**config.mk**
```make
export PLATFORM = sky130hd
export DESIGN_NAME = branch_resolve_bht_flat
export DESIGN_NICKNAME = d
export VERILOG_FILES = /design/src/rtl/branch_resolve_bht_if.sv /design/src/rtl/branch_resolve_bht.sv /design/src/flat_wrapper.sv
export SDC_FILE = /design/constraint.sdc
export NUM_CORES = 1
export LEC_CHECK = 0
export CAP_MARGIN = 20
export CORE_MARGIN = 3
export CORE_UTILIZATION = 40
export CTS_BUF_LIST = sky130_fd_sc_hd__clkbuf_4 sky130_fd_sc_hd__clkbuf_8
export CTS_CLUSTER_DIAMETER = 80
export CTS_CLUSTER_SIZE = 8
export DETAILED_ROUTE_END_ITERATION = 8
export PLACE_DENSITY = 0.81
export SYNTH_ARGS = -nofsm -noshare
export SYNTH_HDL_FRONTEND = slang
export SYNTH_SLANG_ARGS = --single-unit
```
**constraint.sdc**
```tcl
create_clock -name clk -period 2.37 [get_ports clk]
set_input_delay 0.5925 -clock clk [delete_from_list [all_inputs] [get_ports clk]]
set_output_delay 0.5925 -clock clk [all_outputs]
set_load 0.1 [all_outputs]
```
**src/rtl/branch_resolve_bht_if.sv**
```systemverilog
// rtl/branch_resolve_bht_if.sv - resolve request / prediction / status bundle for branch_resolve_bht
interface branch_resolve_bht_if #(
  parameter int XLEN   = 32,
  parameter int PC_W   = 32,
  parameter int STAT_W = 16
);
  logic [PC_W-1:0]   if_pc;
  logic              if_pred_taken;
  logic              br_valid;
  logic [PC_W-1:0]   br_pc;
  logic              br_pred_taken;
  logic [6:0]        Opcode;
  logic [2:0]        funct;
  logic [XLEN-1:0]   Read_Data1;
  logic [XLEN-1:0]   Read_Data2;
  logic              br_taken;
  logic              IF_Flush;
  logic              br_illegal;
  logic [STAT_W-1:0] branch_cnt;
  logic [STAT_W-1:0] mispredict_cnt;

  modport master (
    output if_pc, br_valid, br_pc, br_pred_taken, Opcode, funct, Read_Data1, Read_Data2,
    input  if_pred_taken, br_taken, IF_Flush, br_illegal, branch_cnt, mispredict_cnt
  );

  modport slave (
    input  if_pc, br_valid, br_pc, br_pred_taken, Opcode, funct, Read_Data1, Read_Data2,
    output if_pred_taken, br_taken, IF_Flush, br_illegal, branch_cnt, mispredict_cnt
  );
endinterface

```
**src/rtl/branch_resolve_bht.sv**
```systemverilog
// rtl/branch_resolve_bht.sv - RV32I conditional branch resolver with 2-bit bimodal predictor
module branch_resolve_bht #(
  parameter int         XLEN        = 32,
  parameter int         PC_W        = 32,
  parameter int         BHT_ENTRIES = 16,
  parameter logic [1:0] CNT_INIT    = 2'b01,
  parameter int         STAT_W      = 16
) (
  input  logic                clk,
  input  logic                rst_n,
  branch_resolve_bht_if.slave bus
);
  localparam int         IDX_W      = $clog2(BHT_ENTRIES);
  localparam logic [6:0] OPC_BRANCH = 7'b1100011;

  logic [1:0]        bht_q [BHT_ENTRIES];
  logic [IDX_W-1:0]  if_idx;
  logic [IDX_W-1:0]  br_idx;

  logic              br_taken_q, br_taken_d;
  logic              flush_q, flush_d;
  logic              illegal_q, illegal_d;
  logic [STAT_W-1:0] branch_cnt_q, branch_cnt_d;
  logic [STAT_W-1:0] mispred_cnt_q, mispred_cnt_d;
  logic [1:0]        cnt_d;

  logic              req;
  logic              illegal_f3;
  logic              is_br;
  logic              dir;

  assign if_idx = bus.if_pc[IDX_W+1:2];
  assign br_idx = bus.br_pc[IDX_W+1:2];

  // Reading the array directly gives the pre-update counter during a same-index write.
  assign bus.if_pred_taken = bht_q[if_idx][1];

  always_comb begin
    req        = bus.br_valid && !flush_q && (bus.Opcode == OPC_BRANCH);
    illegal_f3 = (bus.funct == 3'b010) || (bus.funct == 3'b011);
    is_br      = req && !illegal_f3;

    dir = 1'b0;
    case (bus.funct)
      3'b000:  dir = (bus.Read_Data1 == bus.Read_Data2);
      3'b001:  dir = (bus.Read_Data1 != bus.Read_Data2);
      3'b100:  dir = ($signed(bus.Read_Data1) <  $signed(bus.Read_Data2));
      3'b101:  dir = ($signed(bus.Read_Data1) >= $signed(bus.Read_Data2));
      3'b110:  dir = (bus.Read_Data1 <  bus.Read_Data2);
      3'b111:  dir = (bus.Read_Data1 >= bus.Read_Data2);
      default: dir = 1'b0;
    endcase

    br_taken_d = is_br && dir;
    flush_d    = is_br && (dir != bus.br_pred_taken);
    illegal_d  = req && illegal_f3;

    cnt_d = bht_q[br_idx];
    if (dir && cnt_d != 2'b11) begin
      cnt_d = cnt_d + 2'b01;
    end else if (!dir && cnt_d != 2'b00) begin
      cnt_d = cnt_d - 2'b01;
    end

    branch_cnt_d  = branch_cnt_q;
    mispred_cnt_d = mispred_cnt_q;
    if (is_br && branch_cnt_q != {STAT_W{1'b1}}) begin
      branch_cnt_d = branch_cnt_q + STAT_W'(1);
    end
    if (flush_d && mispred_cnt_q != {STAT_W{1'b1}}) begin
      mispred_cnt_d = mispred_cnt_q + STAT_W'(1);
    end
  end

  always_ff @(posedge clk or negedge rst_n) begin
    if (!rst_n) begin
      br_taken_q    <= 1'b0;
      flush_q       <= 1'b0;
      illegal_q     <= 1'b0;
      branch_cnt_q  <= '0;
      mispred_cnt_q <= '0;
      for (int i = 0; i < BHT_ENTRIES; i++) begin
        bht_q[i] <= CNT_INIT;
      end
    end else begin
      br_taken_q    <= br_taken_d;
      flush_q       <= flush_d;
      illegal_q     <= illegal_d;
      branch_cnt_q  <= branch_cnt_d;
      mispred_cnt_q <= mispred_cnt_d;
      if (is_br) begin
        bht_q[br_idx] <= cnt_d;
      end
    end
  end

  assign bus.br_taken       = br_taken_q;
  assign bus.IF_Flush       = flush_q;
  assign bus.br_illegal     = illegal_q;
  assign bus.branch_cnt     = branch_cnt_q;
  assign bus.mispredict_cnt = mispred_cnt_q;
endmodule

```
**src/flat_wrapper.sv**
```systemverilog
// flat-port wrapper written by rule: the top's interface ports become plain ports
module branch_resolve_bht_flat 
#(
  parameter int         XLEN        = 32,
  parameter int         PC_W        = 32,
  parameter int         BHT_ENTRIES = 16,
  parameter logic [1:0] CNT_INIT    = 2'b01,
  parameter int         STAT_W      = 16
)
  (clk, rst_n, bus_if_pc, bus_br_valid, bus_br_pc, bus_br_pred_taken, bus_Opcode, bus_funct, bus_Read_Data1, bus_Read_Data2, bus_if_pred_taken, bus_br_taken, bus_IF_Flush, bus_br_illegal, bus_branch_cnt, bus_mispredict_cnt);
  branch_resolve_bht_if #(.XLEN(XLEN), .PC_W(PC_W), .STAT_W(STAT_W)) bus_i ();
  input  logic clk;
  input  logic rst_n;
  input wire logic [$bits(bus_i.if_pc)-1:0] bus_if_pc;
  input wire logic [$bits(bus_i.br_valid)-1:0] bus_br_valid;
  input wire logic [$bits(bus_i.br_pc)-1:0] bus_br_pc;
  input wire logic [$bits(bus_i.br_pred_taken)-1:0] bus_br_pred_taken;
  input wire logic [$bits(bus_i.Opcode)-1:0] bus_Opcode;
  input wire logic [$bits(bus_i.funct)-1:0] bus_funct;
  input wire logic [$bits(bus_i.Read_Data1)-1:0] bus_Read_Data1;
  input wire logic [$bits(bus_i.Read_Data2)-1:0] bus_Read_Data2;
  output wire logic [$bits(bus_i.if_pred_taken)-1:0] bus_if_pred_taken;
  output wire logic [$bits(bus_i.br_taken)-1:0] bus_br_taken;
  output wire logic [$bits(bus_i.IF_Flush)-1:0] bus_IF_Flush;
  output wire logic [$bits(bus_i.br_illegal)-1:0] bus_br_illegal;
  output wire logic [$bits(bus_i.branch_cnt)-1:0] bus_branch_cnt;
  output wire logic [$bits(bus_i.mispredict_cnt)-1:0] bus_mispredict_cnt;
  assign bus_i.if_pc = bus_if_pc;
  assign bus_i.br_valid = bus_br_valid;
  assign bus_i.br_pc = bus_br_pc;
  assign bus_i.br_pred_taken = bus_br_pred_taken;
  assign bus_i.Opcode = bus_Opcode;
  assign bus_i.funct = bus_funct;
  assign bus_i.Read_Data1 = bus_Read_Data1;
  assign bus_i.Read_Data2 = bus_Read_Data2;
  assign bus_if_pred_taken = bus_i.if_pred_taken;
  assign bus_br_taken = bus_i.br_taken;
  assign bus_IF_Flush = bus_i.IF_Flush;
  assign bus_br_illegal = bus_i.br_illegal;
  assign bus_branch_cnt = bus_i.branch_cnt;
  assign bus_mispredict_cnt = bus_i.mispredict_cnt;
  branch_resolve_bht #(.XLEN(XLEN), .PC_W(PC_W), .BHT_ENTRIES(BHT_ENTRIES), .CNT_INIT(CNT_INIT), .STAT_W(STAT_W)) u_core (.clk(clk), .rst_n(rst_n), .bus(bus_i));
endmodule
```
Word level (Yosys, flattened, before mapping):

Cells that the tools add are included.

* add/sub/neg operators: 4
* order comparisons: 7
* equality and inequality tests: 14
* muxes and demuxes: 12
* bitwise logic cells: 2
* reductions and logical operators: 17

Operators with widths (count)
* greater-or-equal comparator 32 bit: 2
* < comparator 32 bit: 2
* adder 16 x 1 -> 16 bit (second input constant): 2
* bitwise mux 32 bit: 1
* == test 32 bit: 1
* != test 16 bit (second input constant): 2
* != test 32 bit: 1
* binary-select mux 2 bit (select 4 bit): 2
* 2-to-1 mux 2 bit: 7
* == test 3 bit (second input constant): 4
* logical AND 1 bit: 11
* greater-or-equal comparator 5 bit (second input constant): 2
* inverter 4 -> 5 bit: 2
* demux 2 bit (select 4 bit): 1
* == test 7 bit (second input constant): 1
* == test 3 x 2 -> 1 bit (second input constant): 2
* one-hot mux 1 bit (6 select lines): 1
* < comparator 5 x 1 -> 1 bit (second input constant): 1
* == test 3 x 1 -> 1 bit (second input constant): 1
* logical NOT 1 bit: 3
* logical NOT 3 bit: 1
* adder 2 x 1 -> 2 bit (second input constant): 1
* != test 2 bit (second input constant): 1
* nonzero test 2 bit: 1
* 3 further kinds: 3

* flip-flop bits (word level): 67
* input port bits: 142
* logic and storage cells: 77

Depth between registers and ports, before layout:

Gate-level depths: netlist (run 1).

* depth after elaboration: 9
* gate-level depth with buffers: 13

Least setup slack after synthesis (run 1):

Ideal clock, no wire load.

* path type: in2reg
* from: input port bus_Read_Data2[7]
* to: register u_core.mispred_cnt_q[15] (netlist: u_core.bus.mispredict_cnt[15])
* setup time: 0.126 ns
* arrival: 3.078 ns
* required time: 2.244 ns
* setup slack: -0.833 ns
* stages on the path: 12
* cells stage by stage: inv_1 -> ha_1 -> nand4_1 -> o21ai_1 -> o311ai_1 -> nand3_1 -> or4b_1 -> o311a_1 -> nand3_4 -> xor2_2 -> nor4b_1 -> mux2_2

* word-level cells in the longest chain between the ends: 5

RTL lines
* start: declaration: line flat_wrapper.sv:21 `input wire logic [$bits(bus_i.Read_Data2)-1:0] bus_Read_Data2;`
* greater-or-equal comparator 32 bit, or another cell as far along: line branch_resolve_bht.sv:50 `3'b111: dir = (bus.Read_Data1 >= bus.Read_Data2);`
* one-hot mux 1 bit (6 select lines) *: line branch_resolve_bht.sv:44 `case (bus.funct)`
* != test 1 bit *: line branch_resolve_bht.sv:55 `flush_d = is_br && (dir != bus.br_pred_taken);`
* logical AND 1 bit *: line branch_resolve_bht.sv:55
* logical AND 1 bit *: line branch_resolve_bht.sv:70 `if (flush_d && mispred_cnt_q != {STAT_W{1'b1}}) begin`
* end signal: assignment: line branch_resolve_bht.sv:90 `mispred_cnt_q <= mispred_cnt_d;`
* end: declaration: line branch_resolve_bht.sv:24 `logic [STAT_W-1:0] mispred_cnt_q, mispred_cnt_d;`

Mark *: on every way between the ends. The rest lies on a longest branch, timed or not.
A chain may end at the register's enable or synchronous reset.

Worst setup path after layout (run 1):

* from: input port bus_Read_Data2[30]
* to: register u_core.bht_q[24] in the netlist's numbering

* word-level cells in the longest chain between the ends: 7

RTL lines
* greater-or-equal comparator 32 bit, or another cell as far along: line branch_resolve_bht.sv:50
* one-hot mux 1 bit (6 select lines) *: line branch_resolve_bht.sv:44
* logical NOT 1 bit: line branch_resolve_bht.sv:61 `end else if (!dir && cnt_d != 2'b00) begin`
* logical AND 1 bit: line branch_resolve_bht.sv:61
* 2-to-1 mux 2 bit: line branch_resolve_bht.sv:61
* 2-to-1 mux 2 bit *: line branch_resolve_bht.sv:59 `if (dir && cnt_d != 2'b11) begin`
* bitwise mux 32 bit *: line branch_resolve_bht.sv:92 `bht_q[br_idx] <= cnt_d;`
* end signal: indexed assignment: line branch_resolve_bht.sv:92
* end: declaration: line branch_resolve_bht.sv:16 `logic [1:0] bht_q [BHT_ENTRIES];`

Marks and branches as above.

==> results of run 1 <==
## flip-flops by register name (all words and copies together), names as in the netlist
signal / flops
u_core.bht_q: 32
u_core.bus.IF_Flush: 1
u_core.bus.br_illegal: 1
u_core.bus.br_taken: 1
u_core.bus.branch_cnt: 16
u_core.bus.mispredict_cnt: 16
## how the worst max path moves through the flow
stage | to | slack (ns) | cells past startpoint
detailed placement | u_core.bht_q[6] | -1.63 | 14
global placement | u_core.bht_q[16] | -1.55 | 14
CTS | u_core.bht_q[23] | -0.70 | 15
floorplan | u_core.bus.mispredict_cnt[15] | -0.68 | 11
global route | u_core.bht_q[24] | -0.94 | 18
finish | u_core.bht_q[24] | -0.82 | 18
## timing repair
action | CTS | global route
cloned | 3 | 0
pin swaps | 76 | 34
hold buffers | 0 | 0
endpoints found under the setup margin | 52 | 54
resized for setup | 336 | 68
buffers inserted | 22 | 13
## logic make-up after synthesis
| family | share of synthesized area [%] |
|---|---|
| buffers and inverters | 5.65 |
| multiplexers | 11.2 |
| adder cells (fa/ha/maj) | 10.4 |
| AND/OR/NAND/NOR | 18.6 |
| XOR/XNOR | 6.44 |
| AO/OA/AOI/OAI | 8.38 |
| flip-flops | 39.3 |
## stage by stage
| stage | hold WS (ns) | setup slack (ns) | std cells |
|---|---|---|---|
| floorplan | 0.297 | -0.675 | 444 |
| global placement | 0.456 | -1.55 | 752 |
| detailed placement | 0.470 | -1.63 | 752 |
| CTS | 0.0927 | -0.700 | 793 |
| global route | 0.0936 | -0.944 | 804 |
| finish | 0.103 | -0.823 | 804 |
## layout make-up
class,instances,area (um^2)
clock buffer,9,124
timing repair buffer,221,1940
multi-input combinational,317,3400
inverter,47,189
clock inverter,7,83.8
sequential,67,1730
tap,136,170
fill,674,2780
## cell usage after synthesis, types with 2 or more instances
library cell,instances
xor2_1,21
mux2_2,5
nor2b_1,3
clkbuf_1,6
buf_2,3
nand3_1,26
buf_1,2
ha_1,36
nor2_1,16
nor4b_1,3
nand4_1,10
mux2i_1,11
o21ai_0,18
nor3_1,11
nor3b_1,3
a31oi_1,7
nand2_1,58
dfrtp_1,51
buf_6,2
xnor2_1,7
a21o_1,2
dfstp_2,16
and3_1,6
a21oi_1,21
mux4_2,14
inv_1,47
nand2b_1,4
o21ai_1,8
nor4_1,8
nand4b_1,2
## critical path, cell delays in order
cell,delay (ns)
buf_6,0.09
inv_2,0.06
ha_4,0.20
nand4_1,0.18
buf_4,0.16
nor4_4,0.04
buf_4,0.14
o311ai_4,0.08
nand3_2,0.14
nor3b_4,0.31
mux2i_2,0.31
nand3_4,0.14
buf_6,0.15
buf_6,0.11
mux2i_4,0.19
xnor2_4,0.23
buf_12,0.19
a31oi_2,0.11
## routing by layer
metal	GRT usage, %	vias to the layer above	part of all wire, %
met3	5.11	33	5.5
met2	44.6	172	54
met5	0	-	0
met1	27.5	2161	38
li1	-	2021	-
met4	8.37	0	2.3
## power by group through the flow
stage	logic, mW	registers (mW)	clock network (mW)
global placement	0.614	1.18	0
floorplan	0.300	1.22	0
detailed placement	0.637	1.19	0
finish	0.977	1.16	1.01
global route	1.04	1.17	1.08
CTS	0.893	1.16	1.03
==> results.toml, run 1 <==
[sta]
rsz0062_at_grt = "true"
setup_viol = 54
layout_setup_ws_ns = -0.823
max_slew_margin_pct = 59.5
tns_ns = -35.44
drv_slew = 0
worst_slew_pin_slew_ns = 0.605
min_period_ns = 3.19
hold_violations = 0
finalCritPeriodShare_pct = 135
clock_skew_ns = 0.00968
fmax_ghz = 0.313

[synth]
yosysUniqueCellTypes = 47
yosys-top-cells-area = "dfrtp_1, ha_1, dfstp_2"
synthCells = 444
async_flop_share_pct = 100
synthFlopType = "dfrtp_1"
synth_edf_count = 0
synthesis.area_um2 = 4320
yosysTopAreaCell = "dfrtp_1"
ys_seq_elements = 67
ys_warn_count = 0
avgSynthCellArea_um2 = 9.72
synth_top_area_share_pct = 29.6
synth-seq-area-share_pct = 39.3
synth_nets = 622

[detailed_routing]
drt_wl_total_um = 14600
vias = 4387
drt_iter0_markers = 226
viasPerCell = 5.46
drcViolationCount = 0
dr.pass1.iters = 5
drtAntennaViolNets = 0
wl_per_cell_um = 18.1

[power]
ir_drop_mv = 0.553
p_per_area_nw_per_um2 = 413
internal_power_mw = 2.16
p_leak_nw = 3.58
swShare_pct = 31.5
p_clk_share_pct = 32.0
p_switching_mw = 0.994
pwr-share-comb_pct = 31.0
pwr-share-seq_pct = 36.9
power_mw = 3.15

[floorplan]
initial_core_util_pct = 41.4
ioPinCount = 178
die_y_um = 110
core_area_um2 = 10400
die_w_um = 110
rows = 37
die-area_um2 = 12100

[placement]
io_buffer_count = 121
gp_congestion = 0.834
placed_cell_area_um2 = 6340
hpwlAfterDp_um = 9180

[clocking]
h-tree-depth = 3
cts_tree = "yes"
cts.sinks = 67
clockRootBuffer = "clkbuf_8"
insertion_delay_ns = 0.35
cts_buffer_depth = 2
path_clk_slew_ns = 0.09
cts_inserted_buffers = 9

[grt]
grt_pass1_vias = 4611
antenna_found_initial = 0
grt-ovfl-total = 0
grt_pass1_wl_um = 22600
grt_max_degree = 36
grtUsageTotal_pct = 24.2

[setup_path]
worstPathRequired_ns = 2.62
critPathMaxFanout = 8
endpoint_kind = "flip-flop"
critPathArrivalTime_ns = 3.44
critPathLaunchType = "input port"
cp-startpoint = "bus_Read_Data2[30]"
worst_r2r_endpoint = "u_core.bht_q[27]"
r2r_slack_ns = -0.34
reg2reg_depth = 12
r2r_start = "u_core.bht_q[1]"
crit_type = "input port to flip-flop"

[final_layout]
area_delta_synth_final_pct = 76.9
mostFrequentLayoutCell = "buf_4"
mostFrequentLayoutCells = "buf_4, nand2_1, buf_6, dfrtp_1, buf_2"
diodes = 0
drive_gt1_share_pct = 58.4
final_area_um2 = 7640
fin_nets = 841
fin_util_pct = 73.3

[status]
violations = "negative setup slack"
status = "complete, but fails checks"

[hold_path]
hold_path.class = "input port to async pin"

[flow_run]
cap_violations = 0
Power figures use the tool's default switching activity.
==> inputs of run 2 (changes only) <==
SLEW_MARGIN = 20   (was default)
==> results of run 2 <==
Final layout, timing and power as in run 1 (identical DEF).
